--- src/rtl/poly_arb_pkg.sv ---
// poly_arb_pkg: shared types and helpers for the poly_arb scheduler.
//   tag_t    : one stage of the in-flight tag pipeline {vld, idx}
//   STAT_W   : width of the optional statistics counters
//   rr_pick  : round-robin pick over a request vector, returns a one-hot grant
// The index width is sized for the largest supported requester count (16),
// so one package serves every NREQ in the 1..16 range.
package poly_arb_pkg;

   localparam int MAX_NREQ = 16;
   localparam int IDX_W    = $clog2(MAX_NREQ);
   localparam int STAT_W   = 32;

   typedef struct packed {
      logic             vld;
      logic [IDX_W-1:0] idx;
   } tag_t;

   // Search req[] starting at ptr, wrapping at n; first hit wins.
   // Only the low n bits of req are considered. ptr must be < n.
   function automatic logic [MAX_NREQ-1:0] rr_pick(input logic [MAX_NREQ-1:0] req,
                                                   input logic [IDX_W-1:0]    ptr,
                                                   input int                  n);
      logic [MAX_NREQ-1:0] gnt;
      logic                found;
      int                  j;
      logic [IDX_W-1:0]    jj;
      gnt   = '0;
      found = 1'b0;
      for (int k = 0; k < MAX_NREQ; k++) begin
         j = int'(ptr) + k;
         if (j >= n) j = j - n;
         jj = j[IDX_W-1:0];
         if (k < n && !found && req[jj]) begin
            gnt[jj] = 1'b1;
            found   = 1'b1;
         end
      end
      return gnt;
   endfunction

endpackage

--- src/rtl/poly_arb_rr_arbiter.sv ---
// rr_arbiter: purely combinational round-robin arbiter.
//   eligible  [NREQ]  in  : requesters allowed to win this cycle
//   ptr       [IDX_W] in  : index where the search starts (register lives in parent)
//   grant     [NREQ]  out : one-hot grant, all zero when nothing is eligible
//   grant_idx [IDX_W] out : binary index of the granted requester (0 if none)
//   grant_vld         out : any grant this cycle
module rr_arbiter
   import poly_arb_pkg::*;
#(
   parameter int NREQ = 4
) (
   input  logic [NREQ-1:0]  eligible,
   input  logic [IDX_W-1:0] ptr,
   output logic [NREQ-1:0]  grant,
   output logic [IDX_W-1:0] grant_idx,
   output logic             grant_vld
);

   logic [MAX_NREQ-1:0] req_pad;
   logic [MAX_NREQ-1:0] pick;

   always_comb begin
      req_pad             = '0;
      req_pad[NREQ-1:0]   = eligible;
      pick                = rr_pick(req_pad, ptr, NREQ);
      grant               = pick[NREQ-1:0];
      grant_vld           = |pick;
      grant_idx           = '0;
      for (int i = 0; i < NREQ; i++) begin
         if (pick[i]) grant_idx = IDX_W'(i);
      end
   end

endmodule

--- src/rtl/poly_arb.sv ---
// poly_arb: round-robin scheduler sharing one fixed-latency, non-stallable
// datapath among NREQ requesters, returning each result to its originator.
//   clk, rst_n            : clock, asynchronous active-low reset
//   req_valid/ready/x     : per-requester operand input (x packed WIDTH per requester)
//   rsp_valid/ready/y     : per-requester held result output (same packing)
//   dp_x                  : operand to the datapath (combinational from the granted req_x)
//   dp_y                  : datapath result, valid LAT cycles after issue
//   stat_issues/stalls    : present only when POLY_ARB_STATS_EN is defined
// Handshakes: a transfer happens on a rising edge where valid && ready are
// both high; valid may not depend on ready, a producer holds its data until
// the transfer, and rsp_valid/rsp_y stay stable until consumed.
// Each requester has at most one operation outstanding (in flight or held
// as a result), so a result write and a consume never hit the same slot.
module poly_arb
   import poly_arb_pkg::*;
#(
   parameter int NREQ  = 4,
   parameter int WIDTH = 16,
   parameter int LAT   = 2
) (
   input  logic                  clk,
   input  logic                  rst_n,
   input  logic [NREQ-1:0]       req_valid,
   output logic [NREQ-1:0]       req_ready,
   input  logic [NREQ*WIDTH-1:0] req_x,
   output logic [NREQ-1:0]       rsp_valid,
   input  logic [NREQ-1:0]       rsp_ready,
   output logic [NREQ*WIDTH-1:0] rsp_y,
   output logic [WIDTH-1:0]      dp_x,
   input  logic [WIDTH-1:0]      dp_y
`ifdef POLY_ARB_STATS_EN
   ,
   output logic [STAT_W-1:0]     stat_issues,
   output logic [STAT_W-1:0]     stat_stalls
`endif
);

   logic [NREQ-1:0]  inflight_q, inflight_d;
   logic [NREQ-1:0]  rsp_valid_q, rsp_valid_d;
   logic [WIDTH-1:0] rsp_y_q [NREQ];
   logic [WIDTH-1:0] rsp_y_d [NREQ];
   logic [IDX_W-1:0] ptr_q, ptr_d;
   tag_t             tag_q [LAT];
   tag_t             tag_d [LAT];

   logic [NREQ-1:0]  eligible;
   logic [NREQ-1:0]  arb_grant, grant;
   logic [IDX_W-1:0] grant_idx;
   logic             arb_vld, grant_vld;

   assign eligible = req_valid & ~inflight_q & ~rsp_valid_q;

   rr_arbiter #(.NREQ(NREQ)) u_arb (
      .eligible  (eligible),
      .ptr       (ptr_q),
      .grant     (arb_grant),
      .grant_idx (grant_idx),
      .grant_vld (arb_vld)
   );

   always_comb begin
      // No grant may be seen while reset is asserted.
      grant       = rst_n ? arb_grant : '0;
      grant_vld   = rst_n & arb_vld;
      req_ready   = grant;
      dp_x        = '0;
      ptr_d       = ptr_q;
      inflight_d  = inflight_q;
      rsp_valid_d = rsp_valid_q;
      rsp_y_d     = rsp_y_q;

      for (int i = 0; i < NREQ; i++) begin
         if (grant[i]) dp_x = req_x[i*WIDTH +: WIDTH];
      end

      if (grant_vld) begin
         ptr_d = (grant_idx == IDX_W'(NREQ-1)) ? '0 : grant_idx + 1'b1;
      end

      tag_d[0].vld = grant_vld;
      tag_d[0].idx = grant_vld ? grant_idx : '0;
      for (int s = 1; s < LAT; s++) tag_d[s] = tag_q[s-1];

      for (int i = 0; i < NREQ; i++) begin
         if (rsp_valid_q[i] && rsp_ready[i]) rsp_valid_d[i] = 1'b0;
         // Last tag stage lines up with dp_y for the op issued LAT cycles ago.
         if (tag_q[LAT-1].vld && tag_q[LAT-1].idx == IDX_W'(i)) begin
            rsp_valid_d[i] = 1'b1;
            rsp_y_d[i]     = dp_y;
            inflight_d[i]  = 1'b0;
         end
         if (grant[i]) inflight_d[i] = 1'b1;
      end
   end

   always_ff @(posedge clk or negedge rst_n) begin
      if (!rst_n) begin
         inflight_q  <= '0;
         rsp_valid_q <= '0;
         ptr_q       <= '0;
         for (int i = 0; i < NREQ; i++) rsp_y_q[i] <= '0;
         for (int s = 0; s < LAT; s++)  tag_q[s]   <= '0;
      end else begin
         inflight_q  <= inflight_d;
         rsp_valid_q <= rsp_valid_d;
         ptr_q       <= ptr_d;
         rsp_y_q     <= rsp_y_d;
         tag_q       <= tag_d;
      end
   end

   assign rsp_valid = rsp_valid_q;

   for (genvar g = 0; g < NREQ; g++) begin : g_rsp_y
      assign rsp_y[g*WIDTH +: WIDTH] = rsp_y_q[g];
   end

`ifdef POLY_ARB_STATS_EN
   logic [STAT_W-1:0] stat_issues_q, stat_issues_d;
   logic [STAT_W-1:0] stat_stalls_q, stat_stalls_d;

   always_comb begin
      stat_issues_d = stat_issues_q + {{(STAT_W-1){1'b0}}, grant_vld};
      stat_stalls_d = stat_stalls_q + {{(STAT_W-1){1'b0}}, (|req_valid) & ~grant_vld};
   end

   always_ff @(posedge clk or negedge rst_n) begin
      if (!rst_n) begin
         stat_issues_q <= '0;
         stat_stalls_q <= '0;
      end else begin
         stat_issues_q <= stat_issues_d;
         stat_stalls_q <= stat_stalls_d;
      end
   end

   assign stat_issues = stat_issues_q;
   assign stat_stalls = stat_stalls_q;
`endif

endmodule
--- config.mk ---
export PLATFORM = sky130hd
export DESIGN_NAME = poly_arb
export DESIGN_NICKNAME = d
export VERILOG_FILES = /design/src/rtl/poly_arb_pkg.sv /design/src/rtl/poly_arb_rr_arbiter.sv /design/src/rtl/poly_arb.sv
export SDC_FILE = /design/constraint.sdc
export NUM_CORES = 1
export LEC_CHECK = 0
export BUFFER_PORTS_ARGS = -buffer_cell sky130_fd_sc_hd__clkbuf_2
export CAP_MARGIN = 20
export CELL_PAD_IN_SITES_DETAIL_PLACEMENT = 0
export CELL_PAD_IN_SITES_GLOBAL_PLACEMENT = 1
export CORE_ASPECT_RATIO = 1.75
export CORE_MARGIN = 2
export CORE_UTILIZATION = 36
export CTS_CLUSTER_SIZE = 14
export DETAILED_ROUTE_END_ITERATION = 8
export MAX_ROUTING_LAYER = met4
export PLACE_DENSITY_LB_ADDON = 0.1
export RECOVER_POWER = 100
export SLEW_MARGIN = 10
export SYNTH_ARGS = -nofsm -noshare
export SYNTH_HDL_FRONTEND = slang
export SYNTH_SLANG_ARGS = --single-unit
--- constraint.sdc ---
create_clock -name clk -period 3.51 [get_ports clk]
set_clock_uncertainty 0.2 [all_clocks]
set_input_delay 0.1755 -clock clk [delete_from_list [all_inputs] [get_ports clk]]
set_output_delay 0.1755 -clock clk [all_outputs]
set_load 0.05 [all_outputs]
==> impl_metrics.json, run 1 <==
{
  "cts_tree": "built",
  "dp_slack_ns": 0.0956,
  "cp-start-kind": "register",
  "synthTopCellsByCount": "dfrtp_1 (80), mux2_2 (64), inv_1 (43), a22oi_1 (17), a222oi_1 (16)",
  "grt_overflow_total": 0,
  "grt_pass1_wl_um": 16800,
  "cts.clk_slew.worst_paths_ns": 0.06,
  "grt_util_all_layers_pct": 18.7,
  "dieHeight_um": 142,
  "rows": 50,
  "tightest_slew_ns": 1.02,
  "clkLatencyLatePin_ns": 0.33,
  "synthesis.nets": 409,
  "setup_viol": 0,
  "final_nets": 625,
  "yosysSeqAreaShare_pct": 51.1,
  "worstSetupPathType": "register to output port",
  "drt_pass1_iterations": 4,
  "first_iter_violations": 184,
  "cts.sinks": 80,
  "yosysTopAreaCellShare_pct": 51.1,
  "synthArstFlopShare_pct": 100,
  "drive_above_1_share_pct": 58.0,
  "drtAntennaViolNets": 0,
  "synth_edf_count": 0,
  "ff2ff_path_depth": 12,
  "yosys-top-cells-area": "dfrtp_1 (51%), mux2_2 (18%), inv_1 (4.1%), a222oi_1 (4.1%), a22oi_1 (3.3%)",
  "synth_cell_type_count": 46,
  "place_hpwl_um": 8170,
  "cts_max_path_buffers": 2,
  "port_buffers": 177,
  "grt_max_degree": 67,
  "netlist_area_mm2": 0.00392,
  "vias_per_cell": 5.13,
  "antenna_found_initial": 0,
  "routedWlPerCell_um": 16.5,
  "maxCapViolCount": 0,
  "grt_pass1_vias": 3396,
  "vias": 3398,
  "slew_viol_final": 0,
  "core_mm2": 0.0106,
  "initial_core_util_pct": 36.8,
  "yosysWarningCount": 0,
  "post-route-period-util_pct": 97.9,
  "slew-limit-headroom_pct": 31.9,
  "synth_flop_cell": "dfrtp_1",
  "critPathCaptureType": "output port",
  "ioPinCount": 178,
  "synth_top_cell_by_area": "dfrtp_1",
  "max_freq_ghz": 0.291,
  "critPathRequiredTime_ns": 3.13,
  "arrival_ns": 3.06,
  "cts-buffers-inserted": 9,
  "antenna_cells": 0,
  "place_congestion": 0.931,
  "synth_seq_cells": 80,
  "avgSynthCellArea_um2": 12.6,
  "status": "finished clean",
  "htreeDepth": 3,
  "critPathMaxFanout": 16,
  "rsz0062_at_grt": "yes",
  "drt-total-wl_um": 11000,
  "layout-area-overhead-vs-synth_pct": 46.2,
  "cts-root-buf": "clkbuf_16",
  "syn_inst": 312,
  "die_w_um": 82.8,
  "hold_class": "primary input to async pin",
  "yosysMostFrequentCell": "dfrtp_1",
  "dieArea_mm2": 0.0118,
  "setup_tns_ns": 0,
  "finalHoldViolations": 0,
  "fin_crit_ns": 3.44,
  "fin_ws_ns": 0.0721,
  "drc_errors": 0
}
-- critical path, stage by stage, from the launching register on --
cell and delay [ns]:
dfrtp_2 0.43, nor3b_1 0.18, buf_4 0.16, nand2_1 0.06, mux4_2 0.49, o22ai_1 0.31
o2111a_2 0.29, buf_12 0.15, a22oi_1 0.07, a222oi_1 0.33, buf_4 0.26
-- path summary, 6_finish.rpt --
check / slack, ns / endpoint / from
worst max-delay path: 0.07 / dp_x[0] / rsp_valid[2]$_DFFE_PN0P_
worst min-delay path: 0.08 / rsp_y[35]$_DFFE_PN0P_ / rst_n
worst max register to register: 0.83 / tag_d[1]$_DFF_PN0_ / rsp_valid[2]$_DFFE_PN0P_
worst min register to register: 0.15 / tag_q[0]$_DFF_PN0_ / tag_d[0]$_DFF_PN0_
max in group asynchronous: 1.83 / rsp_valid[0]$_DFFE_PN0P_ / rst_n
min in group clk: 0.15 / tag_q[0]$_DFF_PN0_ / tag_d[0]$_DFF_PN0_
-- placed cells by master (no fill, tap or decap), types with 9 or more instances in the layout --
cell type,n
inv_1,42
dfrtp_1,75
nand2_1,13
buf_4,31
a22oi_1,16
clkbuf_2,160
a222oi_1,16
dlygate4sd3_1,21
clkbuf_16,9
mux2_2,64
-- area by class of cell --
cell class | instances | area, um2
multi-input cells | 177 | 1740
clock buffers | 10 | 239
well taps | 130 | 163
flip-flops and latches | 80 | 2010
fillers | 985 | 4910
repair buffers | 217 | 1320
inverters | 43 | 164
clock inverters | 6 | 91.3
-- timing repair --
item	in CTS	in global routing
setup endpoints to repair	16	16
hold endpoints to repair	82	0
setup buffers	2	3
cloned	0	1
pin swaps	1	6
hold buffers	21	0
gates resized for setup	12	42
-- through the flow --
step                area [um2]  hold WS (ns)  cells  util (%)
global placement          5040        -0.125    620      47.4
global route              5730         0.103    663      53.8
floorplan                 3960        -0.320    312         -
finish                    5730        0.0826    663      53.8
CTS                       5660        0.0750    659      53.2
detailed placement        5040        -0.117    620      47.4
-- logic make-up after synthesis --
family                   count (synthesis)  synth area share [%]
flip-flops                              80                  51.1
multiplexers                            68                  20.8
AO/OA/AOI/OAI                           60                  13.0
buffers and inverters                   55                  6.10
AND/OR/NAND/NOR                         42                  6.77
adder cells (fa/ha/maj)                  7                  2.24
-- registers in the layout, summed over array words and instances, names as in the netlist --
register	flops
rsp_valid	4
rsp_y	64
ptr_q	2
inflight_q	4
tag_q	3
tag_d	3
-- metal layers --
metal	track usage [%]	vias up	share of wire, %
li1	-	1570	-
met1	19.3	1674	36
met2	34.9	138	57
met3	3.83	16	5.0
met4	6.13	0	2.1
met5	-	-	0
Power of run 1 is not shown: default switching activity piles up to over one toggle a cycle in this logic, so the estimate is an artifact.
==> inputs of run 2 (changes only) <==
--- a/config.mk
+++ b/config.mk
@@ -7,11 +7,9 @@
 export LEC_CHECK = 0
 export BUFFER_PORTS_ARGS = -buffer_cell sky130_fd_sc_hd__clkbuf_2
 export CAP_MARGIN = 20
-export CELL_PAD_IN_SITES_DETAIL_PLACEMENT = 0
-export CELL_PAD_IN_SITES_GLOBAL_PLACEMENT = 1
 export CORE_ASPECT_RATIO = 1.75
 export CORE_MARGIN = 2
-export CORE_UTILIZATION = 36
+export CORE_UTILIZATION = 47
 export CTS_CLUSTER_SIZE = 14
 export DETAILED_ROUTE_END_ITERATION = 8
 export MAX_ROUTING_LAYER = met4
==> impl_metrics.json, run 2 (synthesis gave the netlist of run 1 again) <==
{
  "status": "finished clean",
  "grt_pass1_wl_um": 16000,
  "grt_max_degree": 56,
  "cts_max_path_buffers": 2,
  "antenna_found_initial": 0,
  "cp-start-kind": "register",
  "antenna_cells": 0,
  "finalHoldViolations": 0,
  "first_iter_violations": 204,
  "dpl_cell_area_mm2": 0.00492,
  "htreeDepth": 3,
  "layout-area-overhead-vs-synth_pct": 43.2,
  "cts_tree": "built",
  "routedWlPerCell_um": 17.1,
  "hold_class": "primary input to async pin",
  "worstSetupPathType": "register to output port",
  "post-route-period-util_pct": 97.8,
  "slew-limit-headroom_pct": 24.8,
  "drive_above_1_share_pct": 44.8,
  "place_hpwl_um": 7420,
  "fillCellCount": 668,
  "initial_core_util_pct": 47.7,
  "multi_input_area_mm2": 0.00175,
  "critPathRequiredTime_ns": 3.13,
  "dieArea_mm2": 0.00911,
  "drtAntennaViolNets": 0,
  "tightest_slew_ns": 1.13,
  "dieHeight_um": 125,
  "rsz0062_at_grt": "yes",
  "drt_pass1_iterations": 6,
  "largest_register_ffs": 64,
  "cts.sinks": 80,
  "fin_crit_ns": 3.43,
  "final_nets": 626,
  "grt_pass1_vias": 3386,
  "clkLatencyLatePin_ns": 0.33,
  "grt_overflow_total": 0,
  "cts-root-buf": "clkbuf_16",
  "grt_util_all_layers_pct": 23.3,
  "port_buffers": 177,
  "setup_viol": 0,
  "cts-buffers-inserted": 9,
  "die_w_um": 73,
  "slew_viol_final": 0,
  "critPathCaptureType": "output port",
  "layout_common_cells": "clkbuf_2 (92), dfrtp_1 (75), clkbuf_1 (71), mux2_2 (64), inv_1 (42)",
  "vias": 3365,
  "rows": 44,
  "place_congestion": 0.845,
  "vias_per_cell": 5.38,
  "maxCapViolCount": 0,
  "drt-total-wl_um": 10700,
  "cts.clk_slew.worst_paths_ns": 0.06,
  "max_freq_ghz": 0.291,
  "arrival_ns": 3.06,
  "regArea_mm2": 0.00201,
  "critPathMaxFanout": 8,
  "drc_errors": 0,
  "ioPinCount": 178,
  "layout_commonest_cell": "clkbuf_2",
  "finish.instance_area_mm2": 0.00561,
  "core_mm2": 0.00820
}
==> run 2: final cells by class <==
cell class | instances | area share, %
sequential | 80 | 35.8
multi-input combinational | 177 | 31.2
timing repair buffer | 218 | 22.2
clock buffer | 10 | 4.08
inverter | 43 | 2.92
tap | 92 | 2.05
clock inverter | 6 | 1.67
==> run 2: final timing paths <==
check	end	slack, ns	startpoint	cells after the start
max in group asynchronous	rsp_valid[0]$_DFFE_PN0P_	1.88	rst_n	3
max reg2reg	inflight_q[0]$_DFFE_PN0P_	0.75	inflight_q[2]$_DFFE_PN0P_	8
min	rsp_y[39]$_DFFE_PN0P_	0.13	rst_n	2
min in group clk	tag_q[0]$_DFF_PN0_	0.15	tag_d[0]$_DFF_PN0_	0
max	dp_x[10]	0.08	inflight_q[2]$_DFFE_PN0P_	9
min reg2reg	tag_q[0]$_DFF_PN0_	0.15	tag_d[0]$_DFF_PN0_	0
==> run 2: critical path, stage by stage (launching register included) <==
cell,delay [ns]
dfrtp_1,0.42
or3b_4,0.44
mux4_2,0.50
nand4b_1,0.15
a22o_4,0.15
o2111a_2,0.24
buf_12,0.14
a22oi_1,0.06
a222oi_1,0.36
buf_4,0.27
==> run 2: per-stage QoR <==
| stage | hold WS [ns] | utilization, % | setup TNS, ns | setup slack [ns] | std cells |
|---|---|---|---|---|---|
| floorplan | -0.320 | - | -4.68 | -0.358 | 312 |
| global placement | -0.0625 | 60.0 | 0 | 0.120 | 575 |
| detailed placement | -0.0520 | 60.0 | 0 | 0.0302 | 575 |
| CTS | 0.137 | 67.4 | 0 | 0.00492 | 616 |
| global route | 0.156 | 68.4 | -0.0958 | -0.0245 | 626 |
| finish | 0.134 | 68.4 | 0 | 0.0769 | 626 |
==> run 2: what timing repair did <==
| item | CTS | global route |
|---|---|---|
| pin swaps | 1 | 12 |
| setup buffers | 4 | 9 |
| hold buffers | 21 | 0 |
| gates resized for setup | 8 | 51 |
| cloned | 0 | 1 |
| endpoints found under the setup margin | 16 | 16 |
| endpoints found under the hold margin | 97 | 0 |
==> run 2: layer usage <==
layer  global-route usage (%)  part of all wire (%)  vias to the layer above
met5                        -                     0                        -
met4                     9.15                   2.6                        0
met3                     4.85                   5.7                       23
met2                     40.8                    55                      144
met1                     24.7                    36                     1622
li1                         -                     -                     1576
Power of run 2 is left out for the same reason.
==> inputs of run 3 (changes only) <==
--- a/config.mk
+++ b/config.mk
@@ -12,7 +12,6 @@
 export CORE_UTILIZATION = 47
 export CTS_CLUSTER_SIZE = 14
 export DETAILED_ROUTE_END_ITERATION = 8
-export MAX_ROUTING_LAYER = met4
 export PLACE_DENSITY_LB_ADDON = 0.1
 export RECOVER_POWER = 100
 export SLEW_MARGIN = 10
==> constraint.sdc (replaced) <==
create_clock -name clk -period 3.2 [get_ports clk]
set_clock_uncertainty 0.2 [all_clocks]
set_input_delay 0.16 -clock clk [delete_from_list [all_inputs] [get_ports clk]]
set_output_delay 0.16 -clock clk [all_outputs]
set_load 0.05 [all_outputs]
==> impl_metrics.json, run 3 (synthesis gave the netlist of run 1 again) <==
{
  "ioPinCount": 178,
  "layout_common_cells": "clkbuf_2 (92), dfrtp_1 (75), clkbuf_1 (74), mux2_2 (62), inv_1 (42)",
  "fillCellCount": 657,
  "hold_class": "register to register",
  "cp-start-kind": "register",
  "grt_pass1_wl_um": 16400,
  "finish.instance_area_mm2": 0.00555,
  "worstSetupPathType": "register to output port",
  "first_iter_violations": 171,
  "place_hpwl_um": 7500,
  "htreeDepth": 3,
  "violations": "capacitance limit, slew limit, setup timing",
  "status": "finished with violations",
  "drt_pass1_iterations": 6,
  "cts-buffers-inserted": 9,
  "fin_crit_ns": 3.35,
  "rsz0062_at_grt": "yes",
  "dieArea_mm2": 0.00911,
  "core_mm2": 0.00820,
  "cts.sinks": 80,
  "cts-root-buf": "clkbuf_16",
  "critPathCaptureType": "output port",
  "finalHoldViolations": 0,
  "critPathMaxFanout": 16,
  "dieHeight_um": 125,
  "grt_max_degree": 74,
  "max_freq_ghz": 0.299,
  "antenna_found_initial": 0,
  "fin_ws_ns": -0.150,
  "vias": 3369,
  "dpl_cell_area_mm2": 0.00499,
  "rows": 44,
  "grt_pass1_vias": 3516,
  "vias_per_cell": 5.37,
  "drtAntennaViolNets": 0,
  "drive_above_1_share_pct": 43.6,
  "critPathRequiredTime_ns": 2.84,
  "final_cells": 627,
  "setup_viol": 16,
  "cts_max_path_buffers": 2,
  "layout_commonest_cell": "clkbuf_2",
  "slew-limit-headroom_pct": -15.8,
  "post-route-period-util_pct": 105,
  "slew_viol_final": 74,
  "grt_util_all_layers_pct": 23.4,
  "largest_register_ffs": 64,
  "tightest_slew_ns": 1.74,
  "place_congestion": 0.901,
  "maxCapViolCount": 1,
  "routedWlPerCell_um": 16.8,
  "layout-area-overhead-vs-synth_pct": 41.6,
  "setup_tns_ns": -1.63,
  "initial_core_util_pct": 47.7,
  "grt_overflow_total": 0,
  "port_buffers": 177,
  "clkLatencyLatePin_ns": 0.32,
  "antenna_cells": 0,
  "cts_tree": "built",
  "cts.clk_slew.worst_paths_ns": 0.06,
  "drc_errors": 0,
  "die_w_um": 73,
  "final_nets": 627,
  "dp.cells": 582,
  "arrival_ns": 2.99,
  "drt-total-wl_um": 10500
}
## run 3: what timing repair did
action                     in CTS  in global routing
pin swaps                       6                  7
buffers inserted                5                  2
setup endpoints to repair      16                 18
resized for setup              25                 27
hold endpoints to repair       76                  0
hold buffers                   22                  0
## run 3: final cells by class
| class | count | area, um2 | share of cell area [%] |
|---|---|---|---|
| sequential | 80 | 2010 | 36.2 |
| multi-input combinational | 177 | 1750 | 31.6 |
| timing repair buffer | 219 | 1240 | 22.4 |
| clock buffer | 13 | 250 | 4.51 |
| inverter | 43 | 161 | 2.91 |
| tap | 92 | 115 | 2.08 |
| clock inverter | 3 | 17.5 | 0.316 |
## run 3: final timing paths
path / startpoint / to / slack [ns] / cells past startpoint
worst max-delay path: rsp_valid[1]$_DFFE_PN0P_ / dp_x[13] / -0.15 / 10
worst max register to register: tag_q[1]$_DFF_PN0_ / rsp_y[12]$_DFFE_PN0P_ / 0.39 / 3
max in group asynchronous: rst_n / ptr_q[0]$_DFFE_PN0P_ / 0.75 / 3
worst min-delay path: tag_d[4]$_DFF_PN0_ / tag_q[4]$_DFF_PN0_ / 0.15 / 0
min in group asynchronous: rst_n / inflight_q[1]$_DFFE_PN0P_ / 0.79 / 3
worst min register to register: tag_d[4]$_DFF_PN0_ / tag_q[4]$_DFF_PN0_ / 0.15 / 0
## run 3: stage by stage
| step | setup slack [ns] | utilization (%) | hold slack (ns) |
|---|---|---|---|
| 3_3_place_gp | -0.0983 | 60.8 | -0.167 |
| 3_5_place_dp | -0.205 | 60.8 | -0.172 |
| 2_1_floorplan | -0.652 | - | -0.336 |
| 4_1_cts | -0.173 | 68.4 | 0.149 |
| 5_1_grt | -0.303 | 67.6 | 0.158 |
| 6_report | -0.150 | 67.6 | 0.148 |
## run 3: critical path, stage by stage (launching register included)
cell and delay [ns]:
dfrtp_2 0.44, or3b_1 0.41, nand2_1 0.09, mux4_2 0.31, nor2_4 0.05, a221o_1 0.37, buf_4 0.15, nor3b_4 0.15
buf_12 0.15, a222oi_1 0.26, buf_4 0.27
## run 3: layer usage
layer  track usage, %  wire, um  up-vias
met5                0         0        -
met2             42.8      5740      133
li1                 -         -     1579
met3             3.88       477       26
met4             12.1       357        0
met1             24.2      3930     1631
Power of run 3 is left out for the same reason.
